`config.mk`:
```
export PLATFORM = sky130hd
export DESIGN_NAME = lamp_sequencer_flat
export DESIGN_NICKNAME = d
export VERILOG_FILES = /design/src/rtl/lamp_sequencer_if.sv /design/src/rtl/lamp_sequencer.sv /design/src/flat_wrapper.sv
export SDC_FILE = /design/constraint.sdc
export NUM_CORES = 1
export LEC_CHECK = 0
export BUFFER_PORTS_ARGS = -buffer_cell sky130_fd_sc_hd__buf_2
export CAP_MARGIN = 5
export CELL_PAD_IN_SITES_DETAIL_PLACEMENT = 0
export CELL_PAD_IN_SITES_GLOBAL_PLACEMENT = 1
export CORE_MARGIN = 3
export CORE_UTILIZATION = 40
export DETAILED_ROUTE_END_ITERATION = 8
export PLACE_DENSITY = 0.78
export REMOVE_ABC_BUFFERS = 1
export SYNTH_ARGS = -nofsm -noshare
export SYNTH_HDL_FRONTEND = slang
export SYNTH_SLANG_ARGS = --single-unit
```
`constraint.sdc`:
```
create_clock -name clk -period 4.8 [get_ports clk]
set_clock_uncertainty 0.15 [all_clocks]
set_input_delay 0.48 -clock clk [delete_from_list [all_inputs] [get_ports clk]]
set_output_delay 0.48 -clock clk [all_outputs]
set_load 0.02 [all_outputs]
```
`src/rtl/lamp_sequencer_if.sv`:
```
// Switch inputs and lamp/buzzer/status-digit outputs of the lamp sequencer.
interface lamp_sequencer_if;
   logic       S1;
   logic       S2;
   logic       S3;
   logic       F;
   logic       Buzzer;
   logic [6:0] LED;

   modport master (output S1, S2, S3, input F, Buzzer, LED);
   modport slave  (input S1, S2, S3, output F, Buzzer, LED);
endinterface

```
`src/rtl/lamp_sequencer.sv`:
```
// Three-way lamp controller: synchronised, debounced switches feed a parity
// toggle detector that drives an IDLE/ON/WARN sequencer from one shared timer.
module lamp_debounce #(
   parameter int C_NUM    = 28,
   parameter int DB_TICKS = 500_000
) (
   input  logic clk,
   input  logic rst,
   input  logic sw_i,
   output logic db_o,
   output logic settled_o
);
   localparam logic [C_NUM-1:0] DB_LAST = C_NUM'(DB_TICKS - 1);

   logic             sync1_q, sync2_q, db_q;
   logic [C_NUM-1:0] cnt_q;

   always_ff @(posedge clk or posedge rst) begin
      if (rst) begin
         sync1_q <= 1'b0;
         sync2_q <= 1'b0;
         db_q    <= 1'b0;
         cnt_q   <= '0;
      end else begin
         sync1_q <= sw_i;
         sync2_q <= sync1_q;
         if (sync2_q != db_q) begin
            if (cnt_q == DB_LAST) begin
               db_q  <= sync2_q;
               cnt_q <= '0;
            end else begin
               cnt_q <= cnt_q + 1'b1;
            end
         end else begin
            cnt_q <= '0;
         end
      end
   end

   assign db_o      = db_q;
   assign settled_o = (cnt_q == '0) && (sync2_q == db_q);
endmodule

module lamp_sequencer #(
   parameter int C_NUM       = 28,
   parameter int DB_TICKS    = 500_000,
   parameter int ON_TICKS    = 250_000_000,
   parameter int WARN_TICKS  = 100_000_000,
   parameter int BLINK_TICKS = 12_500_000,
   parameter int BUZ_TICKS   = 25_000_000
) (
   input  logic              clk,
   input  logic              rst,
   lamp_sequencer_if.slave   io
);
   localparam int NUM_SW = 3;

   localparam logic [C_NUM-1:0] ON_RLD    = C_NUM'(ON_TICKS - 1);
   localparam logic [C_NUM-1:0] WARN_RLD  = C_NUM'(WARN_TICKS - 1);
   localparam logic [C_NUM-1:0] BLINK_RLD = C_NUM'(BLINK_TICKS - 1);
   // Buzzer sounds while elapsed = WARN_TICKS - t_q < BUZ_TICKS, i.e. t_q above this.
   localparam logic [C_NUM-1:0] BUZ_THR   = C_NUM'(WARN_TICKS - BUZ_TICKS);

   localparam logic [6:0] LED_0 = 7'b1000000;
   localparam logic [6:0] LED_1 = 7'b1111001;
   localparam logic [6:0] LED_2 = 7'b0100100;

   typedef enum logic [1:0] {S_IDLE, S_ON, S_WARN} state_t;

   logic [NUM_SW-1:0] sw, db, settled;
   logic              parity, evt;
   logic              p_prev_q, armed_q;
   logic [1:0]        warm_q;

   state_t            state_q;
   logic [C_NUM-1:0]  t_q, blink_q;
   logic              f_q, buz_q;
   logic [6:0]        led_q;

   assign sw = {io.S3, io.S2, io.S1};

   for (genvar i = 0; i < NUM_SW; i++) begin : g_sw
      lamp_debounce #(.C_NUM(C_NUM), .DB_TICKS(DB_TICKS)) u_db (
         .clk       (clk),
         .rst       (rst),
         .sw_i      (sw[i]),
         .db_o      (db[i]),
         .settled_o (settled[i])
      );
   end

   assign parity = ^db;
   assign evt    = armed_q && (parity != p_prev_q);

   // Arming waits for the synchronisers to fill so the switch levels present
   // at reset are absorbed as the initial state rather than seen as a toggle.
   always_ff @(posedge clk or posedge rst) begin
      if (rst) begin
         warm_q   <= 2'b00;
         armed_q  <= 1'b0;
         p_prev_q <= 1'b0;
      end else begin
         warm_q   <= {warm_q[0], 1'b1};
         armed_q  <= armed_q | (warm_q[1] & (&settled));
         p_prev_q <= parity;
      end
   end

   always_ff @(posedge clk or posedge rst) begin
      if (rst) begin
         state_q <= S_IDLE;
         t_q     <= '0;
         blink_q <= '0;
         f_q     <= 1'b1;
         buz_q   <= 1'b1;
         led_q   <= LED_0;
      end else if (evt) begin
         state_q <= S_ON;
         t_q     <= ON_RLD;
         f_q     <= 1'b0;
         buz_q   <= 1'b1;
         led_q   <= LED_1;
      end else begin
         case (state_q)
            S_ON: begin
               if (t_q == '0) begin
                  state_q <= S_WARN;
                  t_q     <= WARN_RLD;
                  blink_q <= BLINK_RLD;
                  f_q     <= 1'b0;
                  buz_q   <= (BUZ_TICKS == 0);
                  led_q   <= LED_2;
               end else begin
                  t_q <= t_q - 1'b1;
               end
            end
            S_WARN: begin
               if (t_q == '0) begin
                  state_q <= S_IDLE;
                  f_q     <= 1'b1;
                  buz_q   <= 1'b1;
                  led_q   <= LED_0;
               end else begin
                  t_q   <= t_q - 1'b1;
                  buz_q <= !(t_q > BUZ_THR);
                  if (blink_q == '0) begin
                     blink_q <= BLINK_RLD;
                     f_q     <= ~f_q;
                  end else begin
                     blink_q <= blink_q - 1'b1;
                  end
               end
            end
            default: begin
               state_q <= S_IDLE;
               f_q     <= 1'b1;
               buz_q   <= 1'b1;
               led_q   <= LED_0;
            end
         endcase
      end
   end

   assign io.F      = f_q;
   assign io.Buzzer = buz_q;
   assign io.LED    = led_q;
endmodule

```
`src/flat_wrapper.sv`:
```
// flat-port wrapper written by rule: the top's interface ports become plain ports
module lamp_sequencer_flat 
#(
   parameter int C_NUM       = 28,
   parameter int DB_TICKS    = 500_000,
   parameter int ON_TICKS    = 250_000_000,
   parameter int WARN_TICKS  = 100_000_000,
   parameter int BLINK_TICKS = 12_500_000,
   parameter int BUZ_TICKS   = 25_000_000
)
  (clk, rst, io_S1, io_S2, io_S3, io_F, io_Buzzer, io_LED);
  lamp_sequencer_if io_i ();
  input  logic clk;
  input  logic rst;
  input wire logic [$bits(io_i.S1)-1:0] io_S1;
  input wire logic [$bits(io_i.S2)-1:0] io_S2;
  input wire logic [$bits(io_i.S3)-1:0] io_S3;
  output wire logic [$bits(io_i.F)-1:0] io_F;
  output wire logic [$bits(io_i.Buzzer)-1:0] io_Buzzer;
  output wire logic [$bits(io_i.LED)-1:0] io_LED;
  assign io_i.S1 = io_S1;
  assign io_i.S2 = io_S2;
  assign io_i.S3 = io_S3;
  assign io_F = io_i.F;
  assign io_Buzzer = io_i.Buzzer;
  assign io_LED = io_i.LED;
  lamp_sequencer #(.C_NUM(C_NUM), .DB_TICKS(DB_TICKS), .ON_TICKS(ON_TICKS), .WARN_TICKS(WARN_TICKS), .BLINK_TICKS(BLINK_TICKS), .BUZ_TICKS(BUZ_TICKS)) u_core (.clk(clk), .rst(rst), .io(io_i));
endmodule
```
==> results_dict.tcl <==
set metrics [dict create \
    ys_top_cells_by_area "dfrtp_1 46%, nor2_1 6.4%, xnor2_1 6.0%" \
    relSlewSlack_pct 35.6 \
    arrival_ps 3660 \
    syn_inst 910 \
    finalInstanceArea_um2 9300 \
    path_max_fanout 14 \
    cts_setup_buffers 0 \
    peakVddDrop_mv 0.233 \
    crit_family "simple AND/OR/NAND/NOR gates" \
    critical_path_required_ps 4960 \
    async_flop_share_pct 100 \
    yosysTopAreaCell "dfrtp_1" \
    hold_viol_final 0 \
    firstDrtPassIters 5 \
    synth_compound_area_share_pct 9.49 \
    drtAntennaViolNets 0 \
    cp_common_cell "inv_1" \
    area_delta_synth_final_pct 10.8 \
    critPathBufInv 2 \
    start_util_pct 41.1 \
    via_per_inst 5.47 \
    ys_seq_area_share_pct 47.4 \
    rsz0062_at_grt "false" \
    drv_slew 0 \
    grt_pass1_vias 6329 \
    top_level_ports 14 \
    syn_area_um2 8400 \
    placed_area_um2 8710 \
    r2r_slack_ps 1310 \
    synth_warnings 0 \
    tritoncts "done" \
    setup.worst_path.end_class "flop" \
    drt_iter0_markers 459 \
    finalWorstSetupSlack_ps 1310 \
    p_per_area_nw_per_um2 297 \
    synthMuxAreaShare_pct 0.805 \
    critPathKind "flop to flop" \
    drv_cap 0 \
    cts_buffers 17 \
    cts_max_level 4 \
    synthAdderAreaFrac_pct 1.49 \
    routed_wl_um 19200 \
    path_cells "inv_1, ha_1, nor4b_1, nand3_1, nor3_4, o21ai_1, inv_1, o21ai_0, a22o_1" \
    status "completed" \
    synth-edff-count 0 \
    postSynthAreaPerCell_um2 9.23 \
    grt.overflow.total 0 \
    rows 52 \
    synth-simple-area-share_pct 26.1 \
    yosysTopAreaCellShare_pct 46.5 \
    fin_nets 928 \
    antenna_found_initial 0 \
    cts_hold_buffers 2 \
    utilization_pct 45.5 \
    p_leak_uw 0.00417 \
    clkSinkCount 159 \
    synth_cell_types 64 \
    wl_per_cell_um 16.0 \
    ys_ff_latch 159 \
    grt_pass1_wl_um 32700 \
    die_h_um 151 \
    pre_cts_slack_ps 1370 \
    die-area_um2 22800 \
    drc 0 \
    post-route-period-util_pct 72.8 \
    grt_usage_pct 17.9 \
    vias 6541 \
    synthFlopType "dfrtp_1" \
    setup_viol 0 \
    cp-start-kind "flop" \
    synth_most_common_cell "dfrtp_1" \
    synth_top_family_by_area "simple AND/OR/NAND/NOR gates" \
    die_w_um 151 \
    coreArea_um2 20400 \
    portBuffers 12 \
    clk_latency_ps 420 \
    cts_resized 0 \
    fmax_ghz 0.286 \
    synth_xor_xnor_area_share_pct 11.4 \
    crit_path_top_delay_cell "nor4b_1" \
    crit_path_max_incr_delay_ps 630 \
    synth_common_cells "156 x dfrtp_1, 144 x nor2_1, 74 x nand2_1" \
    cts_root_buf "clkbuf_16" \
    min_path_type "input pin to flop" \
    max-clock-path-buffers 2 \
    cts.clk_slew.worst_paths_ps 60 \
    layout-drive-gt1-share_pct 8.76 \
    place_hpwl_um 12900 \
    worstMarginPinSlew_ps 955 \
    grt_max_degree 74 \
    period_minus_slack_ps 3490 \
    antennaDiodeCount 0 \
    gp_congestion 0.913 \
]
[sequential cells by signal (all words and copies together), names as in the netlist]
register and flops:
u_core.armed_q 1, u_core.blink_q 28, u_core.g_sw.u_db.db_o 3, u_core.g_sw.u_db.sync2_q 3
u_core.t_q 28, u_core.warm_q 2, u_core.p_prev_q 1, u_core.g_sw.u_db.cnt_q 84
u_core.g_sw.u_db.sync1_q 3, u_core.io.Buzzer 1, u_core.state_q 1, u_core.io.LED 3
u_core.io.F 1
[cells in the final DEF (no fill, tap or decap), types with 8 or more instances in the layout]
cell type and count:
dfrtp_1 156, nor2_1 144, nand2_1 74, xnor2_1 58
xor2_1 49, nand3_1 46, nor3_1 40, o21ai_0 30
nand4_1 29, a21oi_1 27, inv_1 26, nor4_1 22
clkbuf_16 17, or4_1 13, buf_2 12, or2_2 10
ha_1 10, and3_1 9, or3_1 9, buf_4 9
and2_1 8
[final timing paths]
path,from,end,cells after the start
worst max-delay path,u_core.t_q[0]$_DFFE_PP0P_,u_core.blink_q[6]$_DFFE_PP0P_,9
max in group asynchronous,rst,u_core.g_sw[1].u_db.cnt_q[9]$_DFF_PP0_,3
worst min-delay path,io_S2,u_core.g_sw[1].u_db.sync1_q$_DFF_PP0_,1
worst max register to register,u_core.t_q[0]$_DFFE_PP0P_,u_core.blink_q[6]$_DFFE_PP0P_,9
worst min register to register,u_core.g_sw[1].u_db.sync1_q$_DFF_PP0_,u_core.g_sw[1].u_db.sync2_q$_DFF_PP0_,0
min in group asynchronous,rst,u_core.g_sw[2].u_db.cnt_q[25]$_DFF_PP0_,2
[kinds of logic (layout without fill, tap and decap cells)]
kind of cell	after synthesis	in the layout
AOI/OAI and AO/OA	120	120
other	2	2
xor gates and xnor gates	108	108
buffers and inverters	66	81
and+or+nand+nor	439	439
muxes	6	6
DFF	159	159
adders and majority gates	10	10
[report_power, final]
part | internal, uW | switching, uW | total (uW)
Sequential | 1350 | 16.8 | 1370
Clock | 789 | 536 | 1330
Combinational | 18.1 | 51.9 | 69.9
[routing by layer]
layer	vias up	global-route usage (%)	part of all wire [%]	wire length (um)
li1	3196	-	-	-
met5	-	0	0	0
met3	22	3.23	3.5	677
met4	0	4.40	1.4	262
met2	118	26.7	45	8560
met1	3205	27.0	50	9650
[layout make-up]
class                      instances  area, um^2
fill                            2021       11100
multi-input combinational        685        4150
sequential                       159        3980
clock buffer                      21         460
tap                              270         338
timing repair buffer              23         148
clock inverter                    10         114
inverter                          27         106
[metrics by stage]
step | hold WS, ps | TNS [ps] | instances | total power [uW]
after floorplan | 181 | -18190 | 871 | 1440
after global placement | 183 | 0 | 1162 | 1460
after detailed placement | 187 | 0 | 1162 | 1470
after CTS | 0.0686 | 0 | 1195 | 2810
after global routing | 1.99 | 0 | 1195 | 2870
final | 19.5 | 0 | 1195 | 2760
(Power assumes the default switching activity.)
